**src/rtl/pingpong_clear_ram_if.sv**
```systemverilog
// Bus bundle for pingpong_clear_ram: write port, registered read port and swap handshake.
// The master drives the requests; the RAM (slave) returns read data and status.
interface pingpong_clear_ram_if #(
  parameter int unsigned DATA_WIDTH = 1,
  parameter int unsigned ADDR_WIDTH = 10
);
  logic                  we;
  logic [ADDR_WIDTH-1:0] write_addr;
  logic [DATA_WIDTH-1:0] write_data;
  logic [ADDR_WIDTH-1:0] read_addr;
  logic [DATA_WIDTH-1:0] read_data;
  logic                  swap_req;
  logic                  swap_ack;
  logic                  active_bank;
  logic                  clear_busy;

  modport master (
    output we, write_addr, write_data, read_addr, swap_req,
    input  read_data, swap_ack, active_bank, clear_busy
  );

  modport slave (
    input  we, write_addr, write_data, read_addr, swap_req,
    output read_data, swap_ack, active_bank, clear_busy
  );
endinterface

```
**src/rtl/pingpong_clear_ram.sv**
```systemverilog
// Double-buffered occupancy RAM: the active bank serves user traffic while the shadow bank is
// swept to CLEAR_VALUE; swaps are accepted only once the shadow bank is clean.
module pingpong_clear_ram #(
  parameter int unsigned           DATA_WIDTH  = 1,
  parameter int unsigned           DEPTH       = 1024,
  parameter int unsigned           ADDR_WIDTH  = 10,
  parameter logic [DATA_WIDTH-1:0] CLEAR_VALUE = '0
) (
  input logic                 clk,
  input logic                 reset,
  pingpong_clear_ram_if.slave bus
);

  localparam int unsigned           IdxW     = (DEPTH > 1) ? $clog2(DEPTH) : 1;
  localparam logic [ADDR_WIDTH:0]   DepthExt = (ADDR_WIDTH + 1)'(DEPTH);
  localparam logic [ADDR_WIDTH-1:0] LastAddr = ADDR_WIDTH'(DEPTH - 1);

  typedef enum logic [1:0] {StInit, StClear, StReady} state_e;

  state_e                state_q, state_d;
  logic [ADDR_WIDTH-1:0] clear_addr_q, clear_addr_d;
  logic                  active_bank_q, active_bank_d;
  logic                  swap_pending_q, swap_pending_d;
  logic                  swap_ack_q, swap_ack_d;
  logic [DATA_WIDTH-1:0] read_data_q, read_data_d;

  logic [DATA_WIDTH-1:0] mem0 [DEPTH];
  logic [DATA_WIDTH-1:0] mem1 [DEPTH];

  logic                  we0, we1;
  logic [IdxW-1:0]       idx0, idx1;
  logic [DATA_WIDTH-1:0] wd0, wd1;

  logic            wr_in_range, rd_in_range, user_we, sweep_done, shadow_bank;
  logic [IdxW-1:0] wr_idx, rd_idx, clear_idx;

  assign wr_in_range = {1'b0, bus.write_addr} < DepthExt;
  assign rd_in_range = {1'b0, bus.read_addr} < DepthExt;
  assign wr_idx      = bus.write_addr[IdxW-1:0];
  assign rd_idx      = bus.read_addr[IdxW-1:0];
  assign clear_idx   = clear_addr_q[IdxW-1:0];
  assign user_we     = bus.we && wr_in_range;
  assign sweep_done  = (clear_addr_q == LastAddr);
  assign shadow_bank = ~active_bank_q;

  always_comb begin
    state_d        = state_q;
    clear_addr_d   = clear_addr_q;
    active_bank_d  = active_bank_q;
    swap_pending_d = swap_pending_q;
    swap_ack_d     = 1'b0;
    we0            = 1'b0;
    we1            = 1'b0;
    idx0           = wr_idx;
    idx1           = wr_idx;
    wd0            = bus.write_data;
    wd1            = bus.write_data;

    // Sweep progression and request latching are shared by INIT and CLEAR.
    if (state_q != StReady) begin
      if (bus.swap_req) swap_pending_d = 1'b1;
      if (sweep_done) begin
        state_d      = StReady;
        clear_addr_d = '0;
      end else begin
        clear_addr_d = clear_addr_q + ADDR_WIDTH'(1);
      end
    end

    case (state_q)
      StInit: begin
        we0  = 1'b1;
        we1  = 1'b1;
        idx0 = clear_idx;
        idx1 = clear_idx;
        wd0  = CLEAR_VALUE;
        wd1  = CLEAR_VALUE;
      end
      StClear: begin
        if (shadow_bank) begin
          we1  = 1'b1;
          idx1 = clear_idx;
          wd1  = CLEAR_VALUE;
          we0  = user_we;
        end else begin
          we0  = 1'b1;
          idx0 = clear_idx;
          wd0  = CLEAR_VALUE;
          we1  = user_we;
        end
      end
      StReady: begin
        // A write in the acceptance cycle still lands in the pre-toggle bank.
        if (active_bank_q) we1 = user_we;
        else               we0 = user_we;
        if (bus.swap_req || swap_pending_q) begin
          active_bank_d  = ~active_bank_q;
          swap_ack_d     = 1'b1;
          state_d        = StClear;
          clear_addr_d   = '0;
          swap_pending_d = 1'b0;
        end
      end
      default: begin
        state_d      = StInit;
        clear_addr_d = '0;
      end
    endcase
  end

  always_comb begin
    read_data_d = CLEAR_VALUE;
    if (state_q != StInit && rd_in_range) begin
      read_data_d = active_bank_q ? mem1[rd_idx] : mem0[rd_idx];
    end
  end

  always_ff @(posedge clk or posedge reset) begin
    if (reset) begin
      state_q        <= StInit;
      clear_addr_q   <= '0;
      active_bank_q  <= 1'b0;
      swap_pending_q <= 1'b0;
      swap_ack_q     <= 1'b0;
      read_data_q    <= CLEAR_VALUE;
    end else begin
      state_q        <= state_d;
      clear_addr_q   <= clear_addr_d;
      active_bank_q  <= active_bank_d;
      swap_pending_q <= swap_pending_d;
      swap_ack_q     <= swap_ack_d;
      read_data_q    <= read_data_d;
    end
  end

  // Storage carries no reset; INIT overwrites every entry before any read is served.
  always_ff @(posedge clk) begin
    if (we0) mem0[idx0] <= wd0;
    if (we1) mem1[idx1] <= wd1;
  end

  assign bus.read_data   = read_data_q;
  assign bus.swap_ack    = swap_ack_q;
  assign bus.active_bank = active_bank_q;
  assign bus.clear_busy  = (state_q != StReady);

endmodule
```
**src/flat_wrapper.sv**
```systemverilog
// flat-port wrapper written by rule: the top's interface ports become plain ports
module pingpong_clear_ram_flat 
#(
  parameter int unsigned           DATA_WIDTH  = 1,
  parameter int unsigned           DEPTH       = 1024,
  parameter int unsigned           ADDR_WIDTH  = 10,
  parameter logic [DATA_WIDTH-1:0] CLEAR_VALUE = '0
)
  (clk, reset, bus_we, bus_write_addr, bus_write_data, bus_read_addr, bus_swap_req, bus_read_data, bus_swap_ack, bus_active_bank, bus_clear_busy);
  pingpong_clear_ram_if #(.DATA_WIDTH(DATA_WIDTH), .ADDR_WIDTH(ADDR_WIDTH)) bus_i ();
  input logic clk;
  input logic reset;
  input wire logic [$bits(bus_i.we)-1:0] bus_we;
  input wire logic [$bits(bus_i.write_addr)-1:0] bus_write_addr;
  input wire logic [$bits(bus_i.write_data)-1:0] bus_write_data;
  input wire logic [$bits(bus_i.read_addr)-1:0] bus_read_addr;
  input wire logic [$bits(bus_i.swap_req)-1:0] bus_swap_req;
  output wire logic [$bits(bus_i.read_data)-1:0] bus_read_data;
  output wire logic [$bits(bus_i.swap_ack)-1:0] bus_swap_ack;
  output wire logic [$bits(bus_i.active_bank)-1:0] bus_active_bank;
  output wire logic [$bits(bus_i.clear_busy)-1:0] bus_clear_busy;
  assign bus_i.we = bus_we;
  assign bus_i.write_addr = bus_write_addr;
  assign bus_i.write_data = bus_write_data;
  assign bus_i.read_addr = bus_read_addr;
  assign bus_i.swap_req = bus_swap_req;
  assign bus_read_data = bus_i.read_data;
  assign bus_swap_ack = bus_i.swap_ack;
  assign bus_active_bank = bus_i.active_bank;
  assign bus_clear_busy = bus_i.clear_busy;
  pingpong_clear_ram #(.DATA_WIDTH(DATA_WIDTH), .DEPTH(DEPTH), .ADDR_WIDTH(ADDR_WIDTH), .CLEAR_VALUE(CLEAR_VALUE)) u_core (.clk(clk), .reset(reset), .bus(bus_i));
endmodule
```
**config.mk**
```make
export PLATFORM = sky130hd
export DESIGN_NAME = pingpong_clear_ram_flat
export DESIGN_NICKNAME = d
export VERILOG_FILES = /design/src/rtl/pingpong_clear_ram_if.sv /design/src/rtl/pingpong_clear_ram.sv /design/src/flat_wrapper.sv
export SDC_FILE = /design/constraint.sdc
export NUM_CORES = 2
export LEC_CHECK = 0
export BUFFER_PORTS_ARGS = -buffer_cell sky130_fd_sc_hd__buf_2
export CAP_MARGIN = 20
export CORE_MARGIN = 3
export CORE_UTILIZATION = 40
export DETAILED_ROUTE_END_ITERATION = 6
export SLEW_MARGIN = 10
export SYNTH_ARGS = -nofsm -noshare
export SYNTH_HDL_FRONTEND = slang
export SYNTH_SLANG_ARGS = --single-unit
```
**constraint.sdc**
```tcl
create_clock -name clk -period 83.7 [get_ports clk]
set_input_delay 16.74 -clock clk [delete_from_list [all_inputs] [get_ports clk]]
set_output_delay 16.74 -clock clk [all_outputs]
set_load 0.01 [all_outputs]
```
==> impl_metrics.json <==
{
  "syn_avg_cell_area_sq_um": 14.1,
  "p_leak_nw": 30.6,
  "post-route-drc-count": 0,
  "synth_top_area_share_pct": 68.5,
  "start_util_pct": 40.3,
  "drive_above_1_share_pct": 15.4,
  "dieArea_sq_um": 230000,
  "num_vias": 55300,
  "antenna_found_initial": 22,
  "syn_inst": 6357,
  "cts_max_level": 4,
  "fin_util_pct": 44.9,
  "pin_count": 29,
  "clkLatencyLatePin_ns": 0.85,
  "intPower_mw": 1.80,
  "num-nets-final": 6192,
  "rsz0062_at_grt": "false",
  "path_clk_slew_ns": 0.06,
  "cts-root-buf": "clkbuf_16",
  "cap_violations": 0,
  "max_freq_ghz": 0.0463,
  "synthesis.nets": 6383,
  "fp.coreArea_sq_um": 223000,
  "grt_max_degree": 312,
  "async_reset_ff_share_pct": 0.775,
  "p_comb_share_pct": 15.8,
  "yosys.area.top_type": "edfxtp_1",
  "die_y_um": 480,
  "drv_slew": 0,
  "via_per_inst": 5.93,
  "ant_nets": 0,
  "synth-seq-area-share_pct": 68.9,
  "arrival_ns": 22.29,
  "grt_pass1_wl_um": 382000,
  "postCtsSetupBuffers": 0,
  "die_x_um": 480,
  "final.period_utilization_pct": 25.8,
  "fin_tns_setup_ns": 0,
  "slew-limit-headroom_pct": 14.6,
  "synth.distinct_cells": 70,
  "post_drt_wl_per_cell_um": 28.8,
  "cts_sinks": 2064,
  "min_path_type": "flop to flop",
  "cp-end-kind": "flop",
  "synth-main-ff-cell": "edfxtp_1",
  "final_common_cell": "nor2_1",
  "tightest_slew_ns": 1.28,
  "synthesis.area_sq_um": 89800,
  "fin_worst_skew_ns": 0.0399,
  "power_density_nw_per_um2": 25.2,
  "hold_viol_final": 0,
  "cts_max_path_buffers": 3,
  "numCtsBuffers": 201,
  "grt_usage_pct": 22.9,
  "ir_worst_vdd_v": 0.0000234,
  "totalWireLength_um": 268000,
  "status": "completed",
  "cts_tree": "built",
  "crit_path_start_kind": "input pin",
  "power_switching_mw": 0.721,
  "drt_iter0_drc": 7760,
  "ctsHoldBuffers": 0,
  "worstSetupPathType": "input pin to flop",
  "setup_viol_count_final": 0,
  "ys_ff_latch": 2064,
  "cp.required_ns": 84.39,
  "yosys_warnings": 0,
  "grt_pass1_vias": 53600,
  "dp_hpwl_um": 138000,
  "synthToLayoutAreaGrowth_pct": 11.3,
  "first_pass_iters": 6,
  "p_clk_share_pct": 35.9,
  "synth_area_leaders": "edfxtp_1 68%, mux4_2 10%, nor2_1 8.9%, mux2i_1 3.0%, clkbuf_1 1.7%",
  "ctsResizeCount": 0,
  "p_sw_share_pct": 28.6,
  "layout.cells.most_common_list": "2117 x nor2_1, 2048 x edfxtp_1, 405 x mux4_2",
  "grt_remaining_overflow": 0,
  "synth_edf_count": 2048,
  "num_rows": 173,
  "seqPwrFrac_pct": 48.3,
  "fin_crit_ns": 21.60,
  "place_congestion": 0.806,
  "portBuffers": 28,
  "cp_max_fo": 105
}
==> worst paths after layout <==
kind,startpoint,end,slack (ns),cells past startpoint
worst max-delay path,bus_read_addr[0],u_core.bus.read_data$_DFF_PP0_,62.10,13
worst min-delay path,u_core.swap_pending_q$_DFF_PP0_,u_core.swap_pending_q$_DFF_PP0_,0.54,2
worst max register to register,u_core.state_q[0]$_DFF_PP0_,u_core.mem1[502]$_DFFE_PP_,79.18,9
worst min register to register,u_core.swap_pending_q$_DFF_PP0_,u_core.swap_pending_q$_DFF_PP0_,0.54,2
max in group asynchronous,reset,u_core.bus.read_data$_DFF_PP0_,67.07,2
min in group asynchronous,reset,u_core.bus.swap_ack$_DFF_PP0_,16.12,2
==> critical path, stage by stage <==
cell and delay (ns):
buf_8 0.43, buf_12 0.70, buf_4 0.84, buf_4 0.84, mux2i_1 0.29, o22ai_1 0.10, a2111oi_0 0.44, a211oi_1 0.09
nor2_1 0.17, a211oi_1 0.16, or4_4 0.63, a2111oi_4 0.47, o22ai_1 0.15
==> sequential cells by signal (all words and copies together) (netlist names) <==
name,count
u_core.mem0,1024
u_core.clear_addr_q,10
u_core.state_q,2
u_core.bus.read_data,1
u_core.bus.swap_ack,1
u_core.mem1,1024
u_core.bus.active_bank,1
u_core.swap_pending_q,1
==> routing by layer <==
layer / GRT usage [%] / vias to the layer above / share of wire [%]
li1: - / 23000 / -
met4: 9.37 / 8 / 4.1
met2: 36.6 / 2762 / 48
met3: 4.25 / 534 / 9.3
met5: 0 / - / 0.021
met1: 31.0 / 29000 / 39
==> final cells by class <==
cell class | count | area [sq um]
tap | 2975 | 3720
sequential | 2064 | 61900
timing repair buffer | 201 | 2240
multi-input combinational | 3683 | 25500
inverter | 15 | 62.6
antenna | 13 | 32.5
clock inverter | 121 | 1070
fill | 19700 | 123000
clock buffer | 254 | 5400
==> cells in the mapped netlist (21+ instances only) <==
| library cell | number |
|---|---|
| a211oi_1 | 23 |
| a21oi_1 | 93 |
| a22oi_1 | 47 |
| buf_1 | 61 |
| buf_2 | 56 |
| buf_4 | 28 |
| buf_6 | 39 |
| clkbuf_1 | 406 |
| edfxtp_1 | 2048 |
| mux2i_1 | 270 |
| mux4_2 | 405 |
| nand2_1 | 221 |
| nand3_1 | 25 |
| nor2_1 | 2119 |
| nor2b_1 | 21 |
| nor3_1 | 50 |
| o21ai_0 | 62 |
| o221ai_1 | 82 |
| o22ai_1 | 52 |
==> kinds of logic after synthesis <==
logic type	synth area share (%)
DFF	68.9
adders and majority gates	0.0139
buffers and inverters	3.14
xor gates and xnor gates	0.0683
muxes	13.3
AOI/OAI and AO/OA	3.47
and+or+nand+nor	11.1
==> power by group through the flow <==
stage | Sequential [mW] | Combinational (mW) | Clock [mW]
global route | 1.22 | 0.415 | 0.955
global placement | 1.24 | 0.369 | 0
finish | 1.22 | 0.399 | 0.904
floorplan | 1.34 | 0.199 | 0
detailed placement | 1.24 | 0.381 | 0
CTS | 1.22 | 0.382 | 0.915
==> through the flow <==
stage / power (mW) / cell area, sq um / hold WS, ns / setup slack, ns / instances
global placement: 1.61 / 92300 / 0.511 / 61.06 / 8875
floorplan: 1.54 / 89800 / 0.491 / 37.45 / 6357
CTS: 2.51 / 98900 / 0.538 / 61.97 / 9259
detailed placement: 1.62 / 92400 / 0.522 / 61.04 / 8884
global route: 2.59 / 99900 / 0.558 / 61.62 / 9320
finish: 2.52 / 100000 / 0.543 / 62.10 / 9326
Power figures use the tool's default switching activity.
